--- src/rtl/mem_arbiter_pkg.sv ---
// Shared types for the two-master data-memory arbiter.
//   state_e     : arbiter FSM state encoding (idle / grant / release).
//   owner_e     : grant owner code (m0 = D-cache, m1 = I-cache).
//   pick_winner : resolves a request pair to a single owner, fixed or round-robin.
package mem_arbiter_pkg;

  typedef enum logic [1:0] {
    StIdle    = 2'd0,
    StGrant   = 2'd1,
    StRelease = 2'd2
  } state_e;

  typedef enum logic {
    OwnM0 = 1'b0,
    OwnM1 = 1'b1
  } owner_e;

  localparam int unsigned WdW = 8;

  // Contention goes to whoever was not served last when rr_en is set, else m0.
  // A lone requester always wins.
  function automatic owner_e pick_winner(input logic r0, input logic r1,
                                         input owner_e last, input logic rr_en);
    owner_e win;
    if (r0 && r1) begin
      win = (rr_en && (last == OwnM0)) ? OwnM1 : OwnM0;
    end else if (r0) begin
      win = OwnM0;
    end else begin
      win = OwnM1;
    end
    return win;
  endfunction

endpackage

--- src/rtl/mem_arbiter.sv ---
// Two-master arbiter for the single cache-line data-memory port.
// m0 = D-cache controller (read/write), m1 = I-cache controller (read only).
// A grant is held for a whole enable->ack transaction, followed by one idle
// RELEASE cycle so the served master can drop its registered enable.
// A watchdog raises a sticky err_o when memory never acknowledges.
//
// Build option: define MEM_ARB_RR_EN for round-robin on contention; otherwise
// fixed priority m0 > m1.
//
// Ports:
//   clk_i, rst_i         clock, asynchronous active-low reset
//   m0_enable_i/write_i/addr_i/data_i, m0_ack_o   D-cache side
//   m1_enable_i/addr_i, m1_ack_o                  I-cache side
//   mem_data_i, mem_ack_i                         memory response
//   mem_enable_o/write_o/addr_o/data_o            memory request
//   rd_data_o            memory read data broadcast to both masters
//   grant_o              one-hot owner {m1,m0}, 00 when none
//   err_o                sticky watchdog error
module mem_arbiter
  import mem_arbiter_pkg::*;
#(
  parameter int unsigned ADDR_W      = 32,
  parameter int unsigned DATA_W      = 256,
  parameter int unsigned TIMEOUT_CYC = 255
) (
  input  logic              clk_i,
  input  logic              rst_i,
  input  logic              m0_enable_i,
  input  logic              m0_write_i,
  input  logic [ADDR_W-1:0] m0_addr_i,
  input  logic [DATA_W-1:0] m0_data_i,
  output logic              m0_ack_o,
  input  logic              m1_enable_i,
  input  logic [ADDR_W-1:0] m1_addr_i,
  output logic              m1_ack_o,
  input  logic [DATA_W-1:0] mem_data_i,
  input  logic              mem_ack_i,
  output logic              mem_enable_o,
  output logic              mem_write_o,
  output logic [ADDR_W-1:0] mem_addr_o,
  output logic [DATA_W-1:0] mem_data_o,
  output logic [DATA_W-1:0] rd_data_o,
  output logic [1:0]        grant_o,
  output logic              err_o
);

  localparam logic [WdW-1:0] TimeoutCnt = WdW'(TIMEOUT_CYC);
  localparam logic [WdW-1:0] WdMax      = '1;

  state_e         state_q, state_d;
  owner_e         owner_q, owner_d;
  logic [WdW-1:0] wd_q, wd_d;
  logic           err_q, err_d;
  owner_e         winner;
  logic           owner_en;
  logic           in_grant;
  logic           sel_m1;

`ifdef MEM_ARB_RR_EN
  owner_e last_q, last_d;

  assign winner = pick_winner(m0_enable_i, m1_enable_i, last_q, 1'b1);

  always_ff @(posedge clk_i or negedge rst_i) begin
    if (!rst_i) begin
      last_q <= OwnM1;
    end else begin
      last_q <= last_d;
    end
  end
`else
  assign winner = pick_winner(m0_enable_i, m1_enable_i, OwnM1, 1'b0);
`endif

  always_ff @(posedge clk_i or negedge rst_i) begin
    if (!rst_i) begin
      state_q <= StIdle;
      owner_q <= OwnM0;
      wd_q    <= '0;
      err_q   <= 1'b0;
    end else begin
      state_q <= state_d;
      owner_q <= owner_d;
      wd_q    <= wd_d;
      err_q   <= err_d;
    end
  end

  assign owner_en = (owner_q == OwnM1) ? m1_enable_i : m0_enable_i;

  always_comb begin
    state_d = state_q;
    owner_d = owner_q;
    wd_d    = wd_q;
    err_d   = err_q;
`ifdef MEM_ARB_RR_EN
    last_d  = last_q;
`endif
    unique case (state_q)
      StIdle: begin
        if (m0_enable_i || m1_enable_i) begin
          owner_d = winner;
          wd_d    = '0;
          state_d = StGrant;
`ifdef MEM_ARB_RR_EN
          last_d  = winner;
`endif
        end
      end
      StGrant: begin
        if (mem_ack_i) begin
          state_d = StRelease;
        end else begin
          if (wd_q != WdMax) begin
            wd_d = wd_q + 1'b1;
          end
          if (wd_q + 1'b1 == TimeoutCnt) begin
            err_d = 1'b1;
          end
          // Owner withdrew (e.g. its controller was reset): abandon without ack.
          if (!owner_en) begin
            state_d = StRelease;
          end
        end
      end
      StRelease: begin
        state_d = StIdle;
      end
      default: begin
        state_d = StIdle;
      end
    endcase
  end

  // Memory-side mux is purely combinational so an async reset clears it at once.
  assign in_grant     = (state_q == StGrant);
  assign sel_m1       = (owner_q == OwnM1);
  assign mem_enable_o = in_grant;
  assign mem_write_o  = in_grant && !sel_m1 && m0_write_i;
  assign mem_addr_o   = !in_grant ? '0 : (sel_m1 ? m1_addr_i : m0_addr_i);
  assign mem_data_o   = (in_grant && !sel_m1) ? m0_data_i : '0;
  assign m0_ack_o     = in_grant && !sel_m1 && mem_ack_i;
  assign m1_ack_o     = in_grant && sel_m1 && mem_ack_i;
  assign grant_o      = in_grant ? {sel_m1, !sel_m1} : 2'b00;
  assign rd_data_o    = mem_data_i;
  assign err_o        = err_q;

endmodule

--- config.mk ---
export PLATFORM = sky130hd
export DESIGN_NAME = mem_arbiter
export DESIGN_NICKNAME = d
export VERILOG_FILES = /design/src/rtl/mem_arbiter_pkg.sv /design/src/rtl/mem_arbiter.sv
export SDC_FILE = /design/constraint.sdc
export NUM_CORES = 1
export LEC_CHECK = 0
export ABC_AREA = 1
export BUFFER_PORTS_ARGS = -buffer_cell sky130_fd_sc_hd__buf_2
export CELL_PAD_IN_SITES_DETAIL_PLACEMENT = 2
export CELL_PAD_IN_SITES_GLOBAL_PLACEMENT = 2
export CORE_AREA = 4 4 441 443
export DETAILED_ROUTE_END_ITERATION = 10
export DIE_AREA = 0 0 445 447
export PLACE_DENSITY = 0.34
export SLEW_MARGIN = 20
export SYNTH_ARGS = -nofsm -noshare
export SYNTH_HDL_FRONTEND = slang
export SYNTH_SLANG_ARGS = --single-unit
export TNS_END_PERCENT = 10
--- constraint.sdc ---
create_clock -name clk_i -period 1.6 [get_ports clk_i]
set_input_delay 0.24 -clock clk_i [delete_from_list [all_inputs] [get_ports clk_i]]
set_output_delay 0.24 -clock clk_i [all_outputs]
set_load 0.02 [all_outputs]
==> run summary, run 1 <==
DR WL met3 = 23680 um
Vias in the first global route = 7997
Max layer used = met5
CP Data Required Time = 1360 ps
Vias/cell = 1.996
#FFs+latches synth = 12
Drt pass-1 iters = 4
DRC Markers = 0
Worst slew margin = 73.01%
Area growth from synthesis to layout = 140.9%
DP Wirelength = 109700 um
VDD IR max = 405.2 uV
Library cells used by synthesis = 22
Die width = 445 um
Post-Route WL = 114800 um
Static Leakage = 5.882 nW
Fmax = 490.0 MHz
Fillers = 22684
Crit start category = flop
Drt initial violations = 277
Final Cycle Share = 127.5%
Hold endpoint = owner_q
CP Max Fanout = 36
First-pass GRT wire length = 131300 um
Initial antenna violation count = 159
Die area = 198900 sq um
HP Class = input port to flop
Worst-path clk slew = 50 ps
Worst skew pair latency = 240 ps
Core box area = 190000 sq um
Worst-case clock buffer depth = 2
Final Hold Vio Count = 0
Pwr dens = 1224 nW/um^2
Worst flop-to-flop path startpoint = state_q[1]
Ports = 1133
Commonest non-fill, non-tap cells in the layout = buf_2 (329), inv_1 (268), buf_4 (166), buf_6 (142), nor2_1 (103)
Mean post-synth cell area = 5.547 sq um
Critical Path Sink Type = output pin
Pre-CTS setup slack = -459.1 ps
DR WL/cell = 29.82 um
Ratio of cells with drive above 1 in the final layout = 64.79%
Setup-failing EPs final = 293
GRT Residual Overflow = 0
CTS tree = done
Top cells by area, synth = buf_4 (37%), inv_1 (20%), nor2_1 (19%)
Post-DP Area = 10340 sq um
Clock skew = 1.701 ps
Final Non-Filler Cells = 3851
Post-synthesis sequential area ratio = 5.821%
Input/output buffers = 620
Design Area, Final = 12430 sq um
Largest area contributor in the netlist = buf_4
Syn nets = 1514
Max-slew violation count = 0
Status = complete, but fails checks
Fin nets = 1914
CP Class = flop to output pin
FP Rows = 160
Reg-to-reg setup timing slack = 140 ps
CTS Buf Count = 3
TritonCTS sink count = 12
Worst r2r path cells = 9
Failing checks = negative setup slack
Root Driver = clkbuf_16
Worst Hold Depth = 2
Min cycle time layout = 2041 ps
Final core occ = 6.540%
Slew @ Worst Pin = 404.4 ps
Synth Warn # = 0
Reg-to-Reg End = wd_q[2]
Mapped cell area = 5159 sq um
Post-synth top area share = 37.25%
RSZ-0062 raised after global routing = true
Dpl cells = 3828
H-tree depth = 1
Tot GR Track Use = 10.91%
Via Count = 7686
Crit path DAT = 1800 ps
Syn Inst Count = 930
Starting density of the core = 2.715%
Met2 WL = 52050 um
Worst Min Path Start = m0_enable_i
Placer Congestion = 0.7662
Most common cell after layout, fill and taps aside = buf_2
Largest net degree at the start of global routing = 37
DRT met1 WL = 35630 um
Die Y-Extent = 447 um
Worst hold slack = 273.1 ps
Total power = 15.21 mW
TNS Setup = -93420 ps
Worst Slack Setup Final = -440.7 ps
Max-Cap Viols = 0
Antenna Nets Post-Route = 0
==> Yosys cell counts <==
master / instances
nor2_4: 1
nor3_1: 1
nor2_2: 11
o21bai_1: 1
xnor2_1: 2
buf_2: 8
nor2_1: 257
clkbuf_1: 2
buf_6: 23
a21oi_1: 2
o21ai_0: 9
nand3_1: 5
nand2_1: 31
dfrtp_1: 12
ha_1: 2
nor2_8: 1
buf_4: 256
inv_1: 268
a22o_1: 32
nand4_1: 2
buf_1: 1
inv_2: 3
==> flip-flops by register name (all words and copies together) (netlist names) <==
register  cells
err_o         1
wd_q          8
state_q       2
owner_q       1
==> layer usage <==
metal / up-vias / global-route usage (%)
met5: - / 1.221
li1: 3135 / -
met3: 368 / 10.38
met2: 881 / 18.03
met4: 4 / 1.078
met1: 3298 / 10.04
==> cells by family after synthesis <==
logic type	count (synthesis)	synth area share, %
buffers and inverters	561	62.99
AO/OA/AOI/OAI	44	6.646
flip-flops	12	5.821
XOR/XNOR	2	0.3396
adder cells (fa/ha/maj)	2	0.4850
AND/OR/NAND/NOR	309	23.72
==> area by class of cell <==
cell class              instances  area [sq um]  share of cell area (%)
well taps                    2511          3142                   25.28
multi-input cells             357          2424                   19.50
clock buffers                   4         88.84                  0.7149
diodes                         11         27.53                  0.2215
repair buffers                685          5410                   43.54
inverters                     271          1032                   8.307
flip-flops and latches         12         301.5                   2.427
==> worst max-delay path by stage <==
stage                    start               to  slack (ps)  cells after the start
floorplan           state_q[0]  mem_data_o[105]        -100                      8
global placement    state_q[0]  mem_data_o[182]        -470                      8
detailed placement  state_q[0]  mem_data_o[182]        -460                      8
CTS                 state_q[0]  mem_data_o[139]        -440                      9
global route        state_q[1]   mem_data_o[42]        -530                      8
finish              state_q[1]   mem_data_o[52]        -440                      8
==> worst max-delay path, cell delays in order (launching register included) <==
cell,delay (ps)
dfrtp_1,400
nor2_4,150
inv_4,60
nor2_8,170
inv_12,100
buf_12,190
buf_4,170
nor2_1,100
buf_4,160
==> where the power goes <==
group / total [mW] / switching, mW / internal, mW
logic: 14.3 / 8.52 / 5.74
clock network: 0.520 / 0.142 / 0.378
registers: 0.423 / 0.0581 / 0.365
total: 15.2 / 8.72 / 6.48
==> what timing repair did <==
action                     in CTS  in global routing
setup buffers                   2                  3
setup endpoints to repair     293                294
hold buffers                    1                  0
gates cloned                    1                  1
pin swaps                      16                 10
resized for setup             432                176
hold endpoints to repair       12                  0
Power figures use the tool's default switching activity.
==> inputs of run 2 (changes only) <==
--- a/config.mk
+++ b/config.mk
@@ -10,6 +10,7 @@
 export CELL_PAD_IN_SITES_DETAIL_PLACEMENT = 2
 export CELL_PAD_IN_SITES_GLOBAL_PLACEMENT = 2
 export CORE_AREA = 4 4 441 443
+export CTS_BUF_LIST = sky130_fd_sc_hd__clkbuf_16
 export DETAILED_ROUTE_END_ITERATION = 10
 export DIE_AREA = 0 0 445 447
 export PLACE_DENSITY = 0.34
==> run summary, run 2 (same netlist as run 1, synthesis figures left out) <==
Fmax = 490.5 MHz
Vias in the first global route = 7994
Reg-to-reg setup timing slack = 140 ps
Drt initial violations = 276
CP Max Fanout = 36
Final Cycle Share = 127.4%
DRC Markers = 0
Die area = 198900 sq um
FP Rows = 160
CP Class = flop to output pin
Total power = 15.16 mW
Worst Slack Setup Final = -438.8 ps
CTS tree = done
Pwr dens = 1221 nW/um^2
Drt pass-1 iters = 4
Clock power share = 3.1%
Worst slew margin = 73.01%
Core box area = 190000 sq um
Critical-path cell list = nor2_4 -> inv_4 -> nor2_8 -> inv_12 -> buf_12 -> buf_4 -> nor2_1 -> buf_4
Initial antenna violation count = 159
CTS Buf Count = 3
Placer Congestion = 0.7662
Min cycle time layout = 2039 ps
Pre-CTS setup slack = -459.1 ps
Worst Hold Depth = 2
Starting density of the core = 2.715%
Switching Fraction = 57.55%
Die Y-Extent = 447 um
Critical Path Max Stage Delay = 400 ps
Worst skew pair latency = 240 ps
Setup-failing EPs final = 293
Post-DP Area = 10340 sq um
Input/output buffers = 620
Ports = 1133
VDD IR max = 407.3 uV
Top flop regs = wd_q: 8 flops, state_q: 2 flops
Fin nets = 1914
Sw power = 8.723 mW
Worst-path clk slew = 50 ps
Via Count = 7675
Final core occ = 6.536%
Ratio of cells with drive above 1 in the final layout = 64.79%
Worst-case clock buffer depth = 2
Critical-path top delay cell = dfrtp_1
Clock skew = 1.097 ps
Combinational power share = 94.1%
Max-Cap Viols = 0
H-tree depth = 1
Max-slew violation count = 0
Largest Register = wd_q
Worst hold slack = 275.0 ps
CP Data Required Time = 1360 ps
Design Area, Final = 12420 sq um
Critical Path Sink Type = output pin
TritonCTS sink count = 12
DR WL/cell = 29.82 um
Crit start category = flop
Post-Route WL = 114800 um
TNS Setup = -92840 ps
Final Hold Vio Count = 0
Slew @ Worst Pin = 404.4 ps
Largest net degree at the start of global routing = 37
Root Driver = clkbuf_16
Fillers = 22683
First-pass GRT wire length = 131300 um
Worst r2r path cells = 9
Commonest non-fill, non-tap cells in the layout = buf_2 (329), inv_1 (268), buf_4 (166), buf_6 (142), nor2_1 (103)
GRT Residual Overflow = 0
DP Wirelength = 109700 um
Status = complete, but fails checks
Int Pwr = 6.435 mW
Seq pwr share = 2.8%
Tot GR Track Use = 10.91%
Failing checks = negative setup slack
Final Non-Filler Cells = 3851
Max FFs per register = 8
Antenna Nets Post-Route = 0
Static Leakage = 5.874 nW
Most common cell after layout, fill and taps aside = buf_2
RSZ-0062 raised after global routing = true
Crit path DAT = 1800 ps
Die width = 445 um
Dpl cells = 3828
Vias/cell = 1.993
Area growth from synthesis to layout = 140.7%
HP Class = input port to flop
CP most frequent cell = buf_4
-- run 2: per-layer routing --
| layer | share of wire, % | wire length, um | vias to the layer above | track usage (%) |
|---|---|---|---|---|
| met5 | 0.28 | 324 | - | 1.221 |
| met4 | 2.7 | 3137 | 4 | 1.062 |
| met3 | 20 | 23380 | 366 | 10.38 |
| met2 | 45 | 52050 | 870 | 18.03 |
| met1 | 31 | 35950 | 3299 | 10.05 |
| li1 | - | - | 3136 | - |
-- run 2: layout make-up --
class / count / area (sq um) / area share, %
well taps: 2511 / 3142 / 25.30
inverters: 271 / 1032 / 8.313
flip-flops and latches: 12 / 302.8 / 2.439
diodes: 11 / 27.53 / 0.2217
multi-input cells: 357 / 2424 / 19.52
clock inverters: 1 / 3.754 / 0.03023
clock buffers: 3 / 75.07 / 0.6046
repair buffers: 685 / 5410 / 43.57
-- run 2: final timing paths --
check,end,start
max,mem_data_o[52],state_q[1]
min,owner_q,m0_enable_i
max reg2reg,wd_q[2],state_q[1]
min reg2reg,err_o,err_o
max in group asynchronous,owner_q,rst_i
min in group asynchronous,wd_q[5],rst_i
-- run 2: power by group through the flow --
stage                     Clock [mW]  Sequential [mW]  Combinational [mW]
after floorplan                    0            0.430                6.44
after global routing           0.510            0.431                15.3
final                          0.470            0.423                14.3
after detailed placement           0            0.428                11.7
after CTS                      0.488            0.426                13.8
after global placement             0            0.427                11.7
-- run 2: critical path, delay by kind of cell, from the launching register on --
kind	cells	cell delay, ps
buf+inv	5	680
flops	1	400
simple gates	3	420
-- run 2: timing repair --
| item | in CTS | in global routing |
|---|---|---|
| gates resized for setup | 432 | 177 |
| pin swaps | 16 | 10 |
| setup buffers | 2 | 3 |
| hold buffers | 1 | 0 |
| hold endpoints to repair | 12 | 0 |
| setup endpoints to repair | 293 | 294 |
| gates cloned | 1 | 1 |
